===== src/rtl/uart_arb_pkg.sv =====
// Shared encodings and constants for the UART TX message arbiter.
package uart_arb_pkg;
  typedef enum logic [2:0] {IDLE, SEND, ST_CR, ST_LF, DONE} arb_state_t;
  localparam logic [7:0] CH_CR       = 8'h0D;
  localparam logic [7:0] CH_LF       = 8'h0A;
  localparam int         MAX_LEN_DEF = 16;
endpackage


===== src/rtl/uart_tx_arbiter_rr_pick.sv =====
// Round-robin picker: first set request at or above ptr, wrapping modulo N.
module rr_pick #(
  parameter  int N  = 3,
  localparam int PW = $clog2(N)
) (
  input  logic [N-1:0]  req,
  input  logic [PW-1:0] ptr,
  output logic [N-1:0]  win,
  output logic [PW-1:0] win_idx
);
  int jj;

  always_comb begin
    win     = '0;
    win_idx = '0;
    jj      = 0;
    // descending scan: the smallest rotated offset is written last and wins
    for (int k = N - 1; k >= 0; k--) begin
      jj = (int'(ptr) + k) % N;
      if (req[jj]) begin
        win     = N'(1) << jj;
        win_idx = PW'(jj);
      end
    end
  end
endmodule


===== src/rtl/uart_tx_arbiter.sv =====
// Whole-message round-robin arbiter in front of one UART TX FIFO push port.
// Optional UART_TX_ARB_CRLF_EN appends CR LF after every message.
module uart_tx_arbiter
  import uart_arb_pkg::*;
#(
  parameter  int NUM_REQ = 3,
  parameter  int MAX_LEN = MAX_LEN_DEF,
  localparam int LEN_W   = $clog2(MAX_LEN + 1),
  localparam int PTR_W   = $clog2(NUM_REQ)
) (
  input  logic                     clk,
  input  logic                     rst,
  input  logic [NUM_REQ-1:0]       req,
  input  logic [NUM_REQ*LEN_W-1:0] req_len,
  input  logic [NUM_REQ*8-1:0]     req_data,
  output logic [LEN_W-1:0]         byte_idx,
  output logic [NUM_REQ-1:0]       grant,
  output logic [NUM_REQ-1:0]       done,
  output logic                     busy,
  output logic                     tx_push,
  output logic [7:0]               tx_data,
  input  logic                     tx_full
);
  arb_state_t         state;
  logic [PTR_W-1:0]   rr_ptr, win, pick_idx, ptr_nxt;
  logic [NUM_REQ-1:0] pick_oh;
  logic [LEN_W-1:0]   len, len_raw, len_in;
  logic               cur_req;
  logic [7:0]         cur_data;

  rr_pick #(.N(NUM_REQ)) u_pick (
    .req     (req),
    .ptr     (rr_ptr),
    .win     (pick_oh),
    .win_idx (pick_idx)
  );

  assign len_raw  = req_len[int'(pick_idx)*LEN_W +: LEN_W];
  assign len_in   = (len_raw > LEN_W'(MAX_LEN)) ? LEN_W'(MAX_LEN) : len_raw;
  assign cur_req  = req[win];
  assign cur_data = req_data[int'(win)*8 +: 8];
  assign ptr_nxt  = (win == PTR_W'(NUM_REQ - 1)) ? '0 : win + 1'b1;
  assign busy     = (state != IDLE);

  // a dropped request kills the push in the same cycle it falls
  always_comb begin
    tx_push = 1'b0;
    tx_data = 8'h00;
    if (cur_req && !tx_full) begin
      case (state)
        SEND:    if (len != '0) begin tx_push = 1'b1; tx_data = cur_data; end
        ST_CR:   begin tx_push = 1'b1; tx_data = CH_CR; end
        ST_LF:   begin tx_push = 1'b1; tx_data = CH_LF; end
        default: ;
      endcase
    end
  end

  always_ff @(posedge clk or posedge rst) begin
    if (rst) begin
      state    <= IDLE;
      rr_ptr   <= '0;
      win      <= '0;
      len      <= '0;
      grant    <= '0;
      done     <= '0;
      byte_idx <= '0;
    end else begin
      done <= '0;
      case (state)
        IDLE: if (|req) begin
          grant    <= pick_oh;
          win      <= pick_idx;
          len      <= len_in;
          byte_idx <= '0;
          state    <= SEND;
        end
        SEND, ST_CR, ST_LF: begin
          if (!cur_req) begin
            state    <= IDLE;
            grant    <= '0;
            byte_idx <= '0;
            rr_ptr   <= ptr_nxt;
          end else if (state == SEND) begin
            if (len == '0 || (tx_push && byte_idx == len - 1'b1)) begin
`ifdef UART_TX_ARB_CRLF_EN
              state <= ST_CR;
`else
              state <= DONE;
              done  <= grant;
`endif
            end else if (tx_push) begin
              byte_idx <= byte_idx + 1'b1;
            end
          end else if (tx_push) begin
            if (state == ST_CR) state <= ST_LF;
            else begin
              state <= DONE;
              done  <= grant;
            end
          end
        end
        DONE: begin
          grant    <= '0;
          byte_idx <= '0;
          rr_ptr   <= ptr_nxt;
          state    <= IDLE;
        end
        default: state <= IDLE;
      endcase
    end
  end
endmodule


===== config.mk =====
export PLATFORM = sky130hd
export DESIGN_NAME = uart_tx_arbiter
export DESIGN_NICKNAME = d
export VERILOG_FILES = /design/src/rtl/uart_arb_pkg.sv /design/src/rtl/uart_tx_arbiter_rr_pick.sv /design/src/rtl/uart_tx_arbiter.sv
export SDC_FILE = /design/constraint.sdc
export NUM_CORES = 1
export LEC_CHECK = 0
export ABC_AREA = 1
export BUFFER_PORTS_ARGS = -buffer_cell sky130_fd_sc_hd__buf_2
export CAP_MARGIN = 5
export CORE_MARGIN = 3
export CORE_UTILIZATION = 56
export CTS_BUF_LIST = sky130_fd_sc_hd__clkbuf_2
export DETAILED_ROUTE_END_ITERATION = 8
export HOLD_SLACK_MARGIN = 0.15
export MAX_ROUTING_LAYER = met4
export PLACE_DENSITY = 0.88
export SLEW_MARGIN = 20
export SYNTH_ARGS = -nofsm -noshare
export SYNTH_HDL_FRONTEND = slang
export SYNTH_SLANG_ARGS = --single-unit

===== constraint.sdc =====
create_clock -name clk -period 3.7 [get_ports clk]
set_clock_uncertainty 0.1 [all_clocks]
set_input_delay 0.74 -clock clk [delete_from_list [all_inputs] [get_ports clk]]
set_output_delay 0.74 -clock clk [all_outputs]
set_load 0.01 [all_outputs]

# Yosys cells after proc, flatten, opt, wreduce, memory -nomap -nowiden

Index checks and enable logic that the tools add are counted.

Register bits: 23
Input bits: 45
Output and inout port bits: 21
Word-level logic and storage cells: 106

Add/sub/neg operators: 5
Multiply operators: 1
Divide/modulo/power cells: 3
Magnitude comparators: 5
Equality and inequality tests: 13
Shift operators: 5
Mux-type cells: 49
Reduce and logical (&&, ||, !) cells: 18

Operators by type and width:

| kind                    | number |
|---|---|
| $lt A32 B4 Y1 const B   | 3 |
| $shl A1 B32 Y3 const A  | 3 |
| $mod A32 B3 Y32 const B | 2 |
| $mux W3                 | 17 |
| $mod A3 B3 Y32 const B  | 1 |
| $mux W5                 | 6 |
| $pmux W8 S3             | 1 |
| $shiftx A24 B6 Y8       | 1 |
| $mux W8                 | 2 |
| $pmux W5 S3             | 1 |
| $shiftx A15 B6 Y5       | 1 |
| $mux W2                 | 5 |
| $mux W1                 | 9 |
| $ne A3 B3 Y1 const B    | 3 |
| $pmux W3 S3             | 1 |
| $bmux W1 S2             | 4 |
| $ne A4 B4 Y1 const B    | 2 |
| $eq A3 B2 Y1 const B    | 2 |
| $pmux W3 S2             | 1 |
| $reduce_and A3 Y1       | 2 |
| $reduce_bool A3 Y1      | 2 |
| $reduce_or A3 Y1        | 2 |
| $add A5 B1 Y5 const B   | 1 |
| $eq A5 B5 Y1            | 1 |
| 23 further kinds        | 26 |

# Longest topological paths before layout

Depth after elaboration: 12
Mapped depth: 16
Gate-level depth less buffers: 16

# By module

Synthesis repeated with hierarchy kept, for this count alone.

Cell total of the unflattened synthesis: 309
Area, all modules: 2,059.5 um^2

Modules (own cells, without submodules):

| module          | instances | cells each | area an instance (um^2) | seq. area each (um^2) |
|---|---|---|---|---|
| uart_tx_arbiter | 1         | 254        | 1,795.5                 | 575.6 |
| rr_pick         | 1         | 55         | 264.0                   | 0.0 |

# Least setup slack after synthesis

OpenSTA, ideal clock, no wires.

Path kind: input port to output port
From: in req[0]
To: out tx_data[3]
Data arrival time: 1,647 ps
Data required time: 2,860 ps
Slack: 1,213 ps
Stages on the path: 6
Buffers on the path: 0
Cell sequence: inv_1 o221ai_4 nand2_4 nor2_8 inv_2 a31oi_1

Cells in the longest elaborated chain, start to end: 4

Ends and longest elaborated chain:

| element                       | line                  | text |
|---|---|---|
| start, declared               | uart_tx_arbiter.sv:13 | `input logic [NUM_REQ-1:0] req,` |
| $bmux W1 S2                   | uart_tx_arbiter.sv:40 | `assign cur_req = req[win];` |
| $mux W1 (implied by the code) | uart_tx_arbiter.sv:40 |  |
| $logic_and A1 B1 Y1           | uart_tx_arbiter.sv:49 | `if (cur_req && !tx_full) begin` |
| $mux W8                       | uart_tx_arbiter.sv:49 |  |
| end, declared                 | uart_tx_arbiter.sv:21 | `output logic [7:0] tx_data,` |

Every way passes these cells. The select of a mux whose other input is x is not followed.

# Worst setup path after layout

From: reg len[0]
To: out tx_data[3]

Cells in the longest elaborated chain, start to end: 4

Ends and longest elaborated chain:

| element                | line                  | text |
|---|---|---|
| start, declared        | uart_tx_arbiter.sv:27 | `logic [LEN_W-1:0] len, len_raw, len_in;` |
| start signal, assigned | uart_tx_arbiter.sv:74 | `len <= len_in;` |
| $reduce_bool A5 Y1     | uart_tx_arbiter.sv:51 | `SEND: if (len != '0) begin tx_push = 1'b1; tx_data = cur_data; end` |
| $mux W8                | uart_tx_arbiter.sv:51 |  |
| $pmux W8 S3            | uart_tx_arbiter.sv:50 | `case (state)` |
| $mux W8                | uart_tx_arbiter.sv:49 |  |

Every way passes these cells.

==> impl_results.md <==
* Status: completed
* DRT antenna net count at 0
* Slowest stage delay, CP at 410 ps
* Finished Core Util at 73.35%
* Root buf cell: clkbuf_2
* Antenna violations before repair at 0
* Max Freq at 0.3430 GHz
* Met2 WL at 2320 um
* Number of synthesized register bits at 23
* Number of max-cap violations at 0
* Post-cts gate resize count at 0
* Reg-to-reg slack, setup at 1480 ps
* WL met1 at 2055 um
* Met3 routed WL at 208 um
* Vias in the first global route at 1949
* CTS tree: done
* Fraction of layout cells with a size suffix above 1 at 28.37%
* Mapped Cells at 290
* Total track usage at 24.52%
* Slew margin rel. at 44.47%
* Crit path kind: reg2out
* Max Slew Vio Count at 0
* Dpl cell area at 2311 sq um
* Seq/Total Area, Yosys at 29.62%
* Final Hold Fails at 0
* Min Clock Period, post-route at 2916 ps
* Die width at 64.91 um
* CP max-delay cell: dfrtp_1
* DR WL/cell at 11.59 um
* Uppermost routed layer: met4
* Worst r2r src: rr_ptr[0]$_DFFE_PP0P_
* DRC errors left at 0
* Crit. End Element: output port
* Post-CTS Hold Buffers at 0
* Via count at 2052
* Total gr overflow at 0
* Row cnt at 20
* Port bufs at 65
* Number of vias per cell at 5.130
* Clock latency on the worst-skew pair at 320 ps
* Clk buf depth at 2
* Crit Path Max Fanout at 7
* Area growth syn-to-layout at 19.96%
* Core ar. at 3178 sq um
* Clk sinks at 23
* I/O Pins at 66
* RSZ-0062 raised after global routing: no
* Setup TNS at 0 ps
* Top post-synthesis cells by area: dfrtp_1 30%, nand2_1 18%, inv_1 7.5%
* Yosys cell types at 34
* First-pass GRT wire length at 8114 um
* Critical path arrival at 2080 ps
* Synth Area per Inst at 6.700 sq um
* Worst Path Required at 2860 ps
* Ys Warns at 0
* Yosys top cell by area: dfrtp_1
* Most used cell along the critical path: inv_2
* Main flop type after synthesis: dfrtp_1
* Initial Util at 61.14%
* Final setup viols at 0
* H-Tree Depth at 1
* Mapped Area at 1943 sq um
* Number of cells on the worst reg-to-reg path at 15
* Worst-path clk slew at 200 ps
* GPL Wtd Cong at 0.9160
* Critical path, cell by cell: inv_1 -> ha_1 -> nand3_1 -> nand2_1 -> inv_2 -> nor2_2 -> nor2_8 -> inv_2 -> a31oi_1 -> buf_2
* N_diodes at 0
* Post-synth EDFFs at 0
* Die H at 64.91 um
* Final wirelength at 4637 um
* Final worst path period share at 78.81%
* Fin nets at 407
* Min-delay worst type: in2async
* Final HPWL from detailed placement at 3930 um
* Initial DRC count at 128
* Total Power at 0.001536 W
* Yosys top cell area share at 29.62%
* Worst reg2reg endpoint: len[1]$_DFFE_PP0P_
* Cts bufs inserted at 3
* 1st-pass router iterations at 4
* Final instance area at 2331 sq um
* Slew @ Worst Pin at 832.1 ps
* Max IR drop VDD at 0.0004041 V
* Net Count, Synth at 340
* Largest net degree at the start of global routing at 24
* Post-CTS Setup Bufs at 0
* Asr flop ratio synth at 100.0%
* Die area at 4213 sq um
* CP startpoint kind: flop
* Cell area power density at 659.1 nW/um^2
* Leakage power at 1.326 nW
-- final cells by class --
type                       instances  area (sq um)
multi-input combinational        216          1175
fill                             287         847.1
sequential                        23         575.6
timing repair buffer              65         325.3
inverter                          48         180.2
tap                               44         55.05
clock buffer                       4         20.02
-- logic make-up after synthesis --
kind of cell               Yosys count  share of synthesized area, %
and+or+nand+nor                    167                         42.24
adders and majority gates            5                         3.220
DFF                                 23                         29.62
buffers and inverters               51                         9.916
AOI/OAI and AO/OA                   38                         12.30
xor gates and xnor gates             6                         2.705
-- where the power goes --
group	switching [W]	internal [W]	leakage, nW
Sequential	0.0000659	0.000320	0.305
Clock	0.0000711	0.0000286	0.0166
Combinational	0.000696	0.000355	1.00
Total	0.000833	0.000703	1.33
-- cell usage in the layout (no fill, tap or decap) --
| cell type | instances |
|---|---|
| buf_2 | 65 |
| or2_2 | 1 |
| a31oi_1 | 4 |
| nand2_1 | 91 |
| o21ai_0 | 8 |
| nand2_4 | 2 |
| o221ai_4 | 1 |
| nor2_4 | 1 |
| nor2_2 | 1 |
| nor2_8 | 1 |
| nand3_4 | 1 |
| nor2_1 | 15 |
| a21oi_1 | 13 |
| o22ai_1 | 2 |
| clkbuf_2 | 4 |
| o21a_1 | 1 |
| o21ai_2 | 2 |
| nand4_4 | 1 |
| ha_1 | 5 |
| dfrtp_1 | 23 |
| inv_2 | 9 |
| nor3_1 | 6 |
| xnor2_1 | 3 |
| o211ai_1 | 2 |
| nand3_1 | 29 |
| nand3b_1 | 3 |
| nor3_2 | 4 |
| nand4_1 | 3 |
| o21ai_1 | 3 |
| nand2_2 | 5 |
| a22oi_1 | 2 |
| nand3_2 | 3 |
| inv_1 | 39 |
| xor2_1 | 3 |
-- metrics by stage --
stage / hold WS (ps) / setup slack, ps / instances
2_1_floorplan: 371.7 / 1213 / 290
3_3_place_gp: 387.6 / 986.2 / 396
3_5_place_dp: 396.7 / 930.2 / 396
4_1_cts: 438.9 / 773.9 / 400
5_1_grt: 475.2 / 605.6 / 400
6_report: 435.5 / 784.2 / 400
-- how the worst max path moves through the flow --
stage,from,endpoint,slack [ps],cells after the start
floorplan,req[0],tx_data[3],1210,6
global placement,req[1],tx_data[3],990,8
detailed placement,req[1],tx_data[3],930,8
global route,len[0]$_DFFE_PP0P_,tx_data[3],610,10
finish,len[0]$_DFFE_PP0P_,tx_data[3],780,10
CTS,len[0]$_DFFE_PP0P_,tx_data[3],770,10
-- cell usage after synthesis, types with 2 or more instances --
cell,number
nand2_1,91
inv_1,39
nand3_1,29
dfrtp_1,23
nor2_1,15
a21oi_1,13
inv_2,9
o21ai_0,8
nor3_1,6
ha_1,5
nand2_2,5
a31oi_1,4
nor3_2,4
nand3_2,3
nand3b_1,3
nand4_1,3
o21ai_1,3
xnor2_1,3
xor2_1,3
a22oi_1,2
clkbuf_1,2
nand2_4,2
o211ai_1,2
o21ai_2,2
o22ai_1,2
-- state kept, by name (all words and copies together), names as in the netlist --
name,cells
grant,3
win,2
done,3
len,5
state,3
rr_ptr,2
byte_idx,5
-- critical path: cells and delay by family, from the launching register on --
kind	cells	cell delay, ps
simple gates	4	530
buf+inv	4	440
flops	1	410
fa+ha+maj	1	240
compound gates	1	130
-- per-layer routing --
layer	up-vias	global-route usage [%]
li1	1068	-
met4	0	6.332
met5	-	-
met2	55	42.78
met3	6	1.733
met1	923	30.74
Power figures use the tool's default switching activity.
